--- config.mk ---
export PLATFORM = sky130hd
export DESIGN_NAME = vc_zeilen_lader
export DESIGN_NICKNAME = d
export VERILOG_FILES = /design/src/rtl/vc_pkg.sv /design/src/rtl/vc_zeilen_lader.sv
export SDC_FILE = /design/constraint.sdc
export NUM_CORES = 1
export LEC_CHECK = 0
export ABC_AREA = 0
export ABC_CLOCK_PERIOD_IN_PS = 2750
export CAP_MARGIN = 20
export CELL_PAD_IN_SITES_DETAIL_PLACEMENT = 0
export CELL_PAD_IN_SITES_GLOBAL_PLACEMENT = 1
export CORE_MARGIN = 5
export CORE_UTILIZATION = 32
export CTS_CLUSTER_DIAMETER = 100
export DETAILED_ROUTE_END_ITERATION = 10
export GPL_ROUTABILITY_DRIVEN = 0
export PLACE_DENSITY = 0.81
export SETUP_SLACK_MARGIN = 0.3
export SLEW_MARGIN = 20
export SYNTH_ARGS = -nofsm -noshare
export SYNTH_HDL_FRONTEND = slang
export SYNTH_SLANG_ARGS = --single-unit
--- constraint.sdc ---
create_clock -name Clock -period 2.75 [get_ports Clock]
set_input_delay 0.275 -clock Clock [delete_from_list [all_inputs] [get_ports Clock]]
set_output_delay 0.275 -clock Clock [all_outputs]
set_load 0.02 [all_outputs]
--- src/rtl/vc_pkg.sv ---
// rtl/vc_pkg.sv - shared state encoding and default sizes for the video line loader
package vc_pkg;

    localparam int ADR_BREITE_DEF        = 23;
    localparam int WORTE_PRO_ZEILE_DEF   = 160;
    localparam int PUFFER_ADR_BREITE_DEF = 8;

    typedef enum logic [1:0] {
        LEERLAUF = 2'd0,
        ANFRAGE  = 2'd1,
        PAUSE    = 2'd2
    } zustand_t;

endpackage

--- src/rtl/vc_zeilen_lader.sv ---
// rtl/vc_zeilen_lader.sv - per-scanline word prefetch from the RAM arbiter into a double-buffered line RAM
module vc_zeilen_lader
    import vc_pkg::*;
#(
    parameter int WORTE_PRO_ZEILE   = WORTE_PRO_ZEILE_DEF,
    parameter int ADR_BREITE        = ADR_BREITE_DEF,
    parameter int PUFFER_ADR_BREITE = PUFFER_ADR_BREITE_DEF
) (
    input  logic                         Clock,
    input  logic                         Reset,
    input  logic                         ZeileStart,
    input  logic [ADR_BREITE-1:0]        ZeilenAdresse,
    input  logic                         UeberlaufLoeschen,
    output logic [ADR_BREITE-1:0]        VCAdresse,
    output logic                         VCLesen,
    input  logic                         VCFertig,
    input  logic [31:0]                  DatenAusgabe,
    output logic                         PufferSchreiben,
    output logic                         PufferBank,
    output logic [PUFFER_ADR_BREITE-1:0] PufferAdresse,
    output logic [31:0]                  PufferDaten,
    output logic                         Beschaeftigt,
    output logic                         ZeileFertig,
    output logic                         Ueberlauf
);

    localparam logic [PUFFER_ADR_BREITE-1:0] LETZTES = PUFFER_ADR_BREITE'(WORTE_PRO_ZEILE - 1);

    zustand_t                     state_q, state_d;
    logic [ADR_BREITE-1:0]        basis_q, basis_d;
    logic [PUFFER_ADR_BREITE-1:0] zaehler_q, zaehler_d;
    logic                         bank_q, bank_d;
    logic                         schreiben_q, schreiben_d;
    logic [PUFFER_ADR_BREITE-1:0] padr_q, padr_d;
    logic [31:0]                  pdaten_q, pdaten_d;
    logic                         fertig_q, fertig_d;
    logic                         ueber_q, ueber_d;

    always_ff @(posedge Clock) begin
        if (!Reset) begin
            state_q     <= LEERLAUF;
            basis_q     <= '0;
            zaehler_q   <= '0;
            bank_q      <= 1'b0;
            schreiben_q <= 1'b0;
            padr_q      <= '0;
            pdaten_q    <= '0;
            fertig_q    <= 1'b0;
            ueber_q     <= 1'b0;
        end else begin
            state_q     <= state_d;
            basis_q     <= basis_d;
            zaehler_q   <= zaehler_d;
            bank_q      <= bank_d;
            schreiben_q <= schreiben_d;
            padr_q      <= padr_d;
            pdaten_q    <= pdaten_d;
            fertig_q    <= fertig_d;
            ueber_q     <= ueber_d;
        end
    end

    always_comb begin
        state_d     = state_q;
        basis_d     = basis_q;
        zaehler_d   = zaehler_q;
        bank_d      = bank_q;
        schreiben_d = 1'b0;
        padr_d      = padr_q;
        pdaten_d    = pdaten_q;
        fertig_d    = 1'b0;
        ueber_d     = ueber_q;

        if (UeberlaufLoeschen) begin
            ueber_d = 1'b0;
        end

        case (state_q)
            LEERLAUF: begin
                if (ZeileStart) begin
                    basis_d   = ZeilenAdresse;
                    zaehler_d = '0;
                    bank_d    = ~bank_q;
                    state_d   = ANFRAGE;
                end
            end
            ANFRAGE: begin
                if (VCFertig) begin
                    schreiben_d = 1'b1;
                    padr_d      = zaehler_q;
                    pdaten_d    = DatenAusgabe;
                    if (zaehler_q == LETZTES) begin
                        fertig_d = 1'b1;
                        state_d  = LEERLAUF;
                    end else begin
                        zaehler_d = zaehler_q + PUFFER_ADR_BREITE'(1);
                        state_d   = PAUSE;
                    end
                end
            end
            PAUSE: begin
                state_d = ANFRAGE;
            end
            default: begin
                state_d = LEERLAUF;
            end
        endcase

        // A start while busy (including the final write cycle) is an overrun and beats a clear.
        if (ZeileStart && (state_q != LEERLAUF)) begin
            ueber_d = 1'b1;
        end
    end

    assign VCLesen         = (state_q == ANFRAGE);
    assign VCAdresse       = basis_q + ADR_BREITE'(zaehler_q);
    assign Beschaeftigt    = (state_q != LEERLAUF);
    assign PufferSchreiben = schreiben_q;
    assign PufferBank      = bank_q;
    assign PufferAdresse   = padr_q;
    assign PufferDaten     = pdaten_q;
    assign ZeileFertig     = fertig_q;
    assign Ueberlauf       = ueber_q;

endmodule
==> results of run 1 <==
## area by class of cell
cell class                      count  share of cell area
Multi-Input combinational cell    324               0.374
Clock buffer                       12              0.0274
Inverter                            5             0.00354
Sequential cell                    77               0.292
Timing Repair Buffer              147               0.260
Clock inverter                      4             0.00897
Tap cell                          140              0.0331
## metrics by stage
stage	power [mW]	instance area [um^2]	setup TNS [ns]
after floorplan	1.43	3550	0
after global placement	1.65	5010	0
after detailed placement	1.66	5010	-0.0179
after CTS	2.52	5240	0
after global routing	2.62	5300	0
final	2.48	5300	0
## path summary, 6_finish.rpt
check / from / to / slack [ns] / cells past startpoint
worst max-delay path: basis_q[0] / VCAdresse[22] / 0.20 / 9
worst min-delay path: PufferDaten[31] / PufferDaten[31] / 0.46 / 2
worst max register to register: zaehler_q[0] / zaehler_q[6] / 0.84 / 7
worst min register to register: PufferDaten[31] / PufferDaten[31] / 0.46 / 2
## flip-flops by register name (all words and copies together), names as in the netlist
signal / flops
PufferDaten: 32
zaehler_q: 8
state_q: 2
PufferBank: 1
ZeileFertig: 1
PufferAdresse: 8
PufferSchreiben: 1
basis_q: 23
Ueberlauf: 1
## worst reg2reg max path, cell delays in order, from the launching register on
cell and delay, ns:
dfxtp_2 0.34, buf_4 0.13, buf_4 0.15, ha_1 0.29, a41oi_4 0.30, o21ai_2 0.10
or4_1 0.40, a21boi_1 0.14
## kinds of logic (layout without fill, tap and decap cells)
group | Yosys count | after routing | synth area share
DFF | 77 | 77 | 0.434
and+or+nand+nor | 189 | 189 | 0.221
adders and majority gates | 10 | 10 | 0.0374
AOI/OAI and AO/OA | 100 | 100 | 0.211
xor gates and xnor gates | 25 | 25 | 0.0617
buffers and inverters | 29 | 168 | 0.0349
## metal layers
layer,global-route usage,wire length [um],up-vias
li1,-,-,1698
met1,0.183,4270,1528
met2,0.253,4790,93
met3,0.0805,1080,11
met4,0.0524,116,0
met5,0,0,-
## synthesized netlist by cell type (2+ instances only)
cell type  count
buf_2          6
o2111ai_1      5
and2_1         5
clkbuf_1      17
a21o_1         2
o21ai_0        7
a21boi_0      66
dfxtp_1       77
xnor2_1       13
nand4b_1       2
nand2b_1       2
a211oi_1       2
a31oi_1        2
nand3_1        4
and3_1         6
nand2_1      138
ha_1           9
a21oi_1        5
nor3_1         3
xor2_1        12
inv_1          5
o211ai_1       5
nor2_1        22
## timing repair
item,in CTS,in global routing
hold buffers,0,0
pin swaps,8,5
resized for setup,107,18
hold endpoints to repair,0,0
setup endpoints to repair,20,20
setup buffers,1,2
## power by group through the flow
stage	Combinational, mW	Clock (mW)	Sequential (mW)
after floorplan	0.183	0	1.24
after global placement	0.431	0	1.22
after detailed placement	0.435	0	1.22
after CTS	0.431	0.887	1.20
after global routing	0.470	0.944	1.21
final	0.430	0.853	1.20
==> flow_metrics.py, run 1 <==
metrics = {
    "floorplanning": {
        "die_y_um": 115,
        "num_io_pins": 129,
        "die_area_mm2": 0.0133,
        "fp.coreArea_mm2": 0.0108,
        "fp-row-count": 38,
        "start_util": 0.327,
        "die_w_um": 115,
    },
    "pwr": {
        "peakVddDrop_mv": 0.267,
        "p_leak_nw": 2.01,
        "sequentialPowerShare": 0.483,
        "power.switching_uw": 657,
        "p_per_area_mw_per_mm2": 468,
        "sw_frac_of_total": 0.265,
        "pwr-share-comb": 0.173,
        "pwr-share-clk": 0.344,
        "p_int_mw": 1.82,
    },
    "critical_path": {
        "crit_required_ns": 2.48,
        "cp_slowest_cell": "fa_2",
        "crit_top_cell": "buf_4",
        "crit_family": "adder cells",
        "startpoint_type": "flip-flop",
        "cp_max_fo": 7,
        "cpPeakStageDelay_ns": 0.38,
        "critPathKind": "flip-flop to primary output",
        "cp.buffers_inverters": 2,
        "arrival_ns": 2.28,
        "end_kind": "primary output",
        "path_cells": "ha_4, fa_2, a211oi_4, nor3_2, nor2_1, buf_4, nand4b_1, xnor2_1, buf_4",
    },
    "sta": {
        "fmax_mhz": 392,
        "layout_setup_ws_ns": 0.198,
        "period_needed_ns": 2.55,
        "maxSlewHeadroom": 0.575,
        "hold_violations": 0,
        "period_share": 0.928,
        "worst_pin_slew_ns": 0.638,
        "slew_viol_final": 0,
        "skew_ns": 0.00437,
        "holdWs_ns": 0.462,
        "rsz0062_at_grt": "yes",
        "setup_violations": 0,
    },
    "clock_tree": {
        "cts_buffer_depth": 2,
        "clk_latency_ns": 0.35,
        "numCtsBuffers": 9,
        "h-tree-depth": 3,
        "numClockSinks": 77,
        "cts_tree": "yes",
        "cts_root_buf": "clkbuf_8",
        "clk_pin_slew_ns": 0.08,
    },
    "routing": {
        "drtAntennaViolNets": 0,
        "viasPerCell": 4.70,
        "wl_per_cell_um": 14.5,
        "drc": 0,
        "first_pass_iters": 4,
        "vias": 3330,
        "wirelength_mm": 10.3,
        "drtIter0Drc": 145,
    },
    "final_layout": {
        "final_cell_mix": "nand2_1, clkdlybuf4s50_1, dfxtp_1, a21boi_0, buf_4",
        "fin_util": 0.489,
        "syn_to_final_growth_pct": 49.3,
        "final_common_cell": "nand2_1",
        "fill_cells": 1086,
        "num_antenna_cells": 0,
        "drive_above_1_share": 0.132,
        "final_nets": 634,
        "fin_cells": 709,
        "regArea_mm2": 0.00155,
        "multiInputGateArea_mm2": 0.00198,
    },
    "yosys": {
        "syn_inst": 430,
        "synth_edf_count": 0,
        "synthesis.area_mm2": 0.00355,
        "yosysTopAreaCellShare": 0.434,
        "yosysTopAreaCell": "dfxtp_1",
        "syn_avg_cell_area_um2": 8.25,
        "syn-num-nets": 500,
        "synth_cell_types": 38,
        "ys.flop_type": "dfxtp_1",
        "ys_ff_latch": 77,
        "yosysSeqAreaShare": 0.434,
        "async_flop_share": 0,
        "synth_area_leaders": "dfxtp_1, nand2_1, a21boi_0",
        "ys_warn_count": 0,
    },
    "place": {
        "portBuffers": 128,
        "preCtsSetupSlack_ns": -0.0179,
        "hpwlAfterDp_mm": 7.37,
        "dpl.cell_count": 690,
    },
    "grt": {
        "grt_max_degree": 43,
        "grt_pass1_wl_mm": 16.6,
        "grt_usage": 0.158,
        "grt_pass1_vias": 3394,
        "overflow": 0,
        "antenna_found_initial": 0,
    },
    "run": {
        "maxCapViolations": 0,
    },
    "run_status": {
        "outcome": "finished clean",
    },
    "hold_path": {
        "hp-class": "flip-flop to flip-flop",
    },
}
No activity file was read; power rests on OpenSTA's default activity.
==> run 2, diff against run 1 <==
--- a/config.mk
+++ b/config.mk
@@ -17,5 +17,5 @@
 export GPL_ROUTABILITY_DRIVEN = 0
 export PLACE_DENSITY = 0.81
-export SETUP_SLACK_MARGIN = 0.3
+export SETUP_SLACK_MARGIN = 0.05
 export SLEW_MARGIN = 20
 export SYNTH_ARGS = -nofsm -noshare
==> constraint.sdc (replaced) <==
create_clock -name Clock -period 2.75 [get_ports Clock]
set_input_delay 0.275 -clock Clock [delete_from_list [all_inputs] [get_ports Clock]]
set_output_delay 0.275 -clock Clock [all_outputs]
set_load 0.01 [all_outputs]
==> flow_metrics.py, run 2 (same netlist as run 1, synthesis figures left out) <==
metrics = {
    "run_status": {
        "outcome": "finished clean",
    },
    "clock_tree": {
        "cts_buffer_depth": 2,
        "h-tree-depth": 3,
        "cts_tree": "yes",
        "clk_pin_slew_ns": 0.08,
        "clk_latency_ns": 0.35,
        "numCtsBuffers": 9,
        "numClockSinks": 77,
        "cts_root_buf": "clkbuf_8",
        "cts-hold-fix-buffers": 0,
    },
    "sta": {
        "fmax_mhz": 379,
        "layout_setup_ws_ns": 0.114,
        "worst_pin_slew_ns": 0.707,
        "slew_viol_final": 0,
        "skew_ns": 0.00598,
        "holdWs_ns": 0.461,
        "period_share": 0.958,
        "period_needed_ns": 2.64,
        "setup_violations": 0,
        "hold_violations": 0,
        "maxSlewHeadroom": 0.529,
    },
    "pwr": {
        "p_per_area_mw_per_mm2": 470,
        "p_leak_nw": 2.00,
        "peakVddDrop_mv": 0.258,
    },
    "routing": {
        "drtIter0Drc": 126,
        "wl_per_cell_um": 14.7,
        "drc": 0,
        "wirelength_mm": 10.4,
        "drtAntennaViolNets": 0,
        "viasPerCell": 4.72,
        "vias": 3343,
        "first_pass_iters": 6,
    },
    "grt": {
        "grt_max_degree": 45,
        "grt_usage": 0.158,
        "antenna_found_initial": 0,
        "overflow": 0,
        "grt_pass1_wl_mm": 16.7,
        "grt_pass1_vias": 3514,
    },
    "floorplanning": {
        "start_util": 0.327,
        "die_w_um": 115,
        "num_io_pins": 129,
        "fp-row-count": 38,
        "fp.coreArea_mm2": 0.0108,
        "die_area_mm2": 0.0133,
        "die_y_um": 115,
    },
    "critical_path": {
        "r2r_end": "zaehler_q[6]",
        "worstReg2RegStart": "zaehler_q[1]",
        "startpoint": "zaehler_q[1]",
        "crit_required_ns": 2.48,
        "end_kind": "primary output",
        "reg2reg_setup_slack_ns": 0.90,
        "startpoint_type": "flip-flop",
        "reg2reg_depth": 6,
        "critPathKind": "flip-flop to primary output",
        "arrival_ns": 2.36,
        "cp_max_fo": 5,
    },
    "run": {
        "maxCapViolations": 0,
    },
    "final_layout": {
        "final_nets": 634,
        "fin_util": 0.487,
        "final_cell_mix": "nand2_1, clkdlybuf4s50_1, dfxtp_1, a21boi_0, nor2_1",
        "stdcell_area_mm2": 0.00528,
        "num_antenna_cells": 0,
        "fill_cells": 1048,
        "largest_reg_flops": 32,
        "syn_to_final_growth_pct": 48.7,
        "drive_above_1_share": 0.111,
        "final_common_cell": "nand2_1",
    },
    "place": {
        "preCtsSetupSlack_ns": 0.0313,
        "hpwlAfterDp_mm": 7.46,
        "post_dp_cell_area_mm2": 0.00500,
        "portBuffers": 128,
    },
    "hold_path": {
        "hp-class": "flip-flop to flip-flop",
        "hp-start": "PufferDaten[24]",
        "holdPathEnd": "PufferDaten[24]",
        "holdPathStages": 2,
    },
}
## run 2: cell type report
cell class                      instances  area (um^2)  share of cell area
Clock buffer                           12          165              0.0313
Tap cell                              140          175              0.0332
Timing Repair Buffer                  147         1360               0.258
Inverter                                5         18.8             0.00356
Clock inverter                          4         45.0             0.00853
Sequential cell                        77         1540               0.292
Multi-Input combinational cell        324         1970               0.373
## run 2: worst max-delay path by stage
stage | end | depth (start not counted)
global placement | VCAdresse[22] | 9
detailed placement | VCAdresse[11] | 7
finish | VCAdresse[11] | 7
CTS | VCAdresse[16] | 8
floorplan | VCAdresse[16] | 7
global route | VCAdresse[7] | 7
## run 2: stage by stage
step | power (mW) | setup TNS [ns] | std cells
finish | 2.48 | 0 | 709
global route | 2.61 | -0.0240 | 709
CTS | 2.52 | 0 | 706
detailed placement | 1.62 | 0 | 688
global placement | 1.62 | 0 | 688
floorplan | 1.39 | 0 | 430
## run 2: layer usage
metal  track usage  routed length, um  part of all wire  up-vias
met3        0.0737               1050              0.10       15
met2         0.256               4830              0.46       99
li1              -                  -                 -     1704
met4        0.0665                195             0.019        0
met5             0                  0                 0        -
met1         0.179               4320              0.42     1525
## run 2: timing repair
| action | 4_1_cts | 5_1_grt |
|---|---|---|
| pin swaps | 4 | 4 |
| buffers inserted | 2 | 3 |
| resized for setup | 34 | 32 |
| setup endpoints to repair | 17 | 14 |
| hold endpoints to repair | 0 | 0 |
## run 2: where the power goes
part	internal [mW]	switching, mW
clock	0.489	0.405
combinational	0.213	0.174
sequential	1.16	0.0351
total	1.86	0.615
## run 2: critical path, cell delays in order, from the launching register on
cell	delay, ns
dfxtp_1	0.35
ha_1	0.29
a21oi_1	0.07
nand4b_1	0.34
a21oi_4	0.31
o2111ai_1	0.16
xnor2_1	0.19
dlygate4sd2_1	0.30
==> run 3, diff against run 2 <==
- CORE_MARGIN: 5 -> unset
==> flow_metrics.py, run 3 (same netlist as run 1, synthesis figures left out) <==
metrics = {
    "run_status": {
        "outcome": "finished clean",
    },
    "sta": {
        "maxSlewHeadroom": 0.564,
        "period_share": 0.951,
        "rsz0062_at_grt": "yes",
        "period_needed_ns": 2.62,
        "slew_viol_final": 0,
        "hold_violations": 0,
        "fmax_mhz": 382,
        "tns_ns": 0,
        "skew_ns": 0.00775,
        "setup_violations": 0,
        "worst_pin_slew_ns": 0.654,
    },
    "final_layout": {
        "largest_reg_flops": 32,
        "final_cell_mix": "nand2_1, clkdlybuf4s50_1, dfxtp_1, a21boi_0, nor2_1",
        "num_antenna_cells": 0,
        "drive_above_1_share": 0.121,
        "final_nets": 635,
        "final_common_cell": "nand2_1",
        "syn_to_final_growth_pct": 50.6,
    },
    "clock_tree": {
        "clk_pin_slew_ns": 0.08,
        "cts_tree": "yes",
        "cts-hold-fix-buffers": 0,
        "cts_buffer_depth": 2,
        "numClockSinks": 77,
        "clk_latency_ns": 0.35,
        "h-tree-depth": 3,
        "numCtsBuffers": 9,
        "cts_root_buf": "clkbuf_8",
    },
    "critical_path": {
        "crit_path_end": "VCAdresse[11]",
        "reg2reg_setup_slack_ns": 0.92,
        "arrival_ns": 2.34,
        "cp_max_fo": 5,
        "crit_required_ns": 2.48,
        "worstReg2RegStart": "zaehler_q[1]",
        "critPathKind": "flip-flop to primary output",
        "startpoint_type": "flip-flop",
        "reg2reg_depth": 6,
        "end_kind": "primary output",
        "r2r_end": "zaehler_q[6]",
        "startpoint": "zaehler_q[1]",
    },
    "floorplanning": {
        "num_io_pins": 129,
        "die_area_mm2": 0.0115,
        "start_util": 0.327,
        "fp-row-count": 38,
        "die_y_um": 107,
        "die_w_um": 107,
        "fp.coreArea_mm2": 0.0108,
    },
    "pwr": {
        "p_per_area_mw_per_mm2": 453,
        "peakVddDrop_mv": 0.338,
        "power.switching_uw": 630,
        "pwr-share-clk": 0.342,
        "p_int_mw": 1.79,
        "pwr-share-comb": 0.163,
        "p_leak_nw": 1.98,
        "sw_frac_of_total": 0.260,
        "finalPower_mw": 2.42,
        "sequentialPowerShare": 0.495,
    },
    "routing": {
        "drtAntennaViolNets": 0,
        "vias": 3382,
        "viasPerCell": 4.77,
        "drtIter0Drc": 91,
        "wl_per_cell_um": 13.9,
        "first_pass_iters": 4,
        "drc": 0,
        "wirelength_mm": 9.85,
    },
    "grt": {
        "antenna_found_initial": 0,
        "grt_pass1_wl_mm": 15.8,
        "grt_usage": 0.176,
        "overflow": 0,
        "grt_pass1_vias": 3412,
        "grt_max_degree": 43,
    },
    "place": {
        "hpwlAfterDp_mm": 6.80,
        "portBuffers": 128,
    },
    "hold_path": {
        "hp-class": "flip-flop to flip-flop",
    },
    "run": {
        "maxCapViolations": 0,
    },
}
run 3: worst max-delay path: stages, from the launching register on:
cell and delay (ns):
dfxtp_4 0.36, ha_4 0.26, a21oi_2 0.05, nand4b_1 0.25
buf_4 0.20, a21oi_4 0.21, buf_6 0.13, buf_6 0.09
o2111ai_2 0.10, xnor2_1 0.18, buf_2 0.16
run 3: metrics by stage:
stage	cells	cell area (um^2)	util	worst slack, ns	hold WS (ns)
2_1_floorplan	430	3550	-	0.494	0.420
3_3_place_gp	688	5000	0.461	0.0643	0.449
3_5_place_dp	688	5000	0.461	0.0290	0.456
4_1_cts	707	5250	0.484	-0.0262	0.460
5_1_grt	709	5340	0.493	-0.00345	0.464
6_report	709	5340	0.493	0.135	0.463
run 3: layout make-up:
cell class	count	area, um^2
multi-input combinational	324	2030
clock inverter	5	52.6
fill	1044	5500
sequential	77	1550
timing repair buffer	148	1380
clock buffer	10	128
tap	140	175
inverter	5	18.8
run 3: power by group through the flow:
| stage | logic, mW | clock network [mW] | registers, mW |
|---|---|---|---|
| 4_1_cts | 0.392 | 0.855 | 1.20 |
| 3_5_place_dp | 0.399 | 0 | 1.22 |
| 2_1_floorplan | 0.162 | 0 | 1.23 |
| 5_1_grt | 0.433 | 0.903 | 1.21 |
| 6_report | 0.394 | 0.827 | 1.20 |
| 3_3_place_gp | 0.395 | 0 | 1.22 |
run 3: what timing repair did:
item,4_1_cts,5_1_grt
endpoints found under the setup margin,18,13
endpoints found under the hold margin,0,0
gates cloned,0,0
pin swaps,5,10
buffers inserted,4,2
resized for setup,37,39
run 3: worst min-delay path by stage:
stage,from,endpoint,slack (ns),cells past startpoint
global placement,PufferDaten[16],PufferDaten[16],0.45,2
finish,PufferDaten[10],PufferDaten[10],0.46,2
global route,ZeilenAdresse[20],basis_q[20],0.46,3
floorplan,DatenAusgabe[0],PufferDaten[0],0.42,2
detailed placement,PufferDaten[10],PufferDaten[10],0.46,2
CTS,DatenAusgabe[15],PufferDaten[15],0.46,3
run 3: routing by layer:
| layer | wire length (um) | part of all wire | GRT usage | up-vias |
|---|---|---|---|---|
| met4 | 141 | 0.014 | 0.0695 | 0 |
| met3 | 959 | 0.097 | 0.0769 | 12 |
| li1 | - | - | - | 1698 |
| met1 | 4300 | 0.44 | 0.205 | 1567 |
| met2 | 4450 | 0.45 | 0.284 | 105 |
| met5 | 0 | 0 | 0 | - |
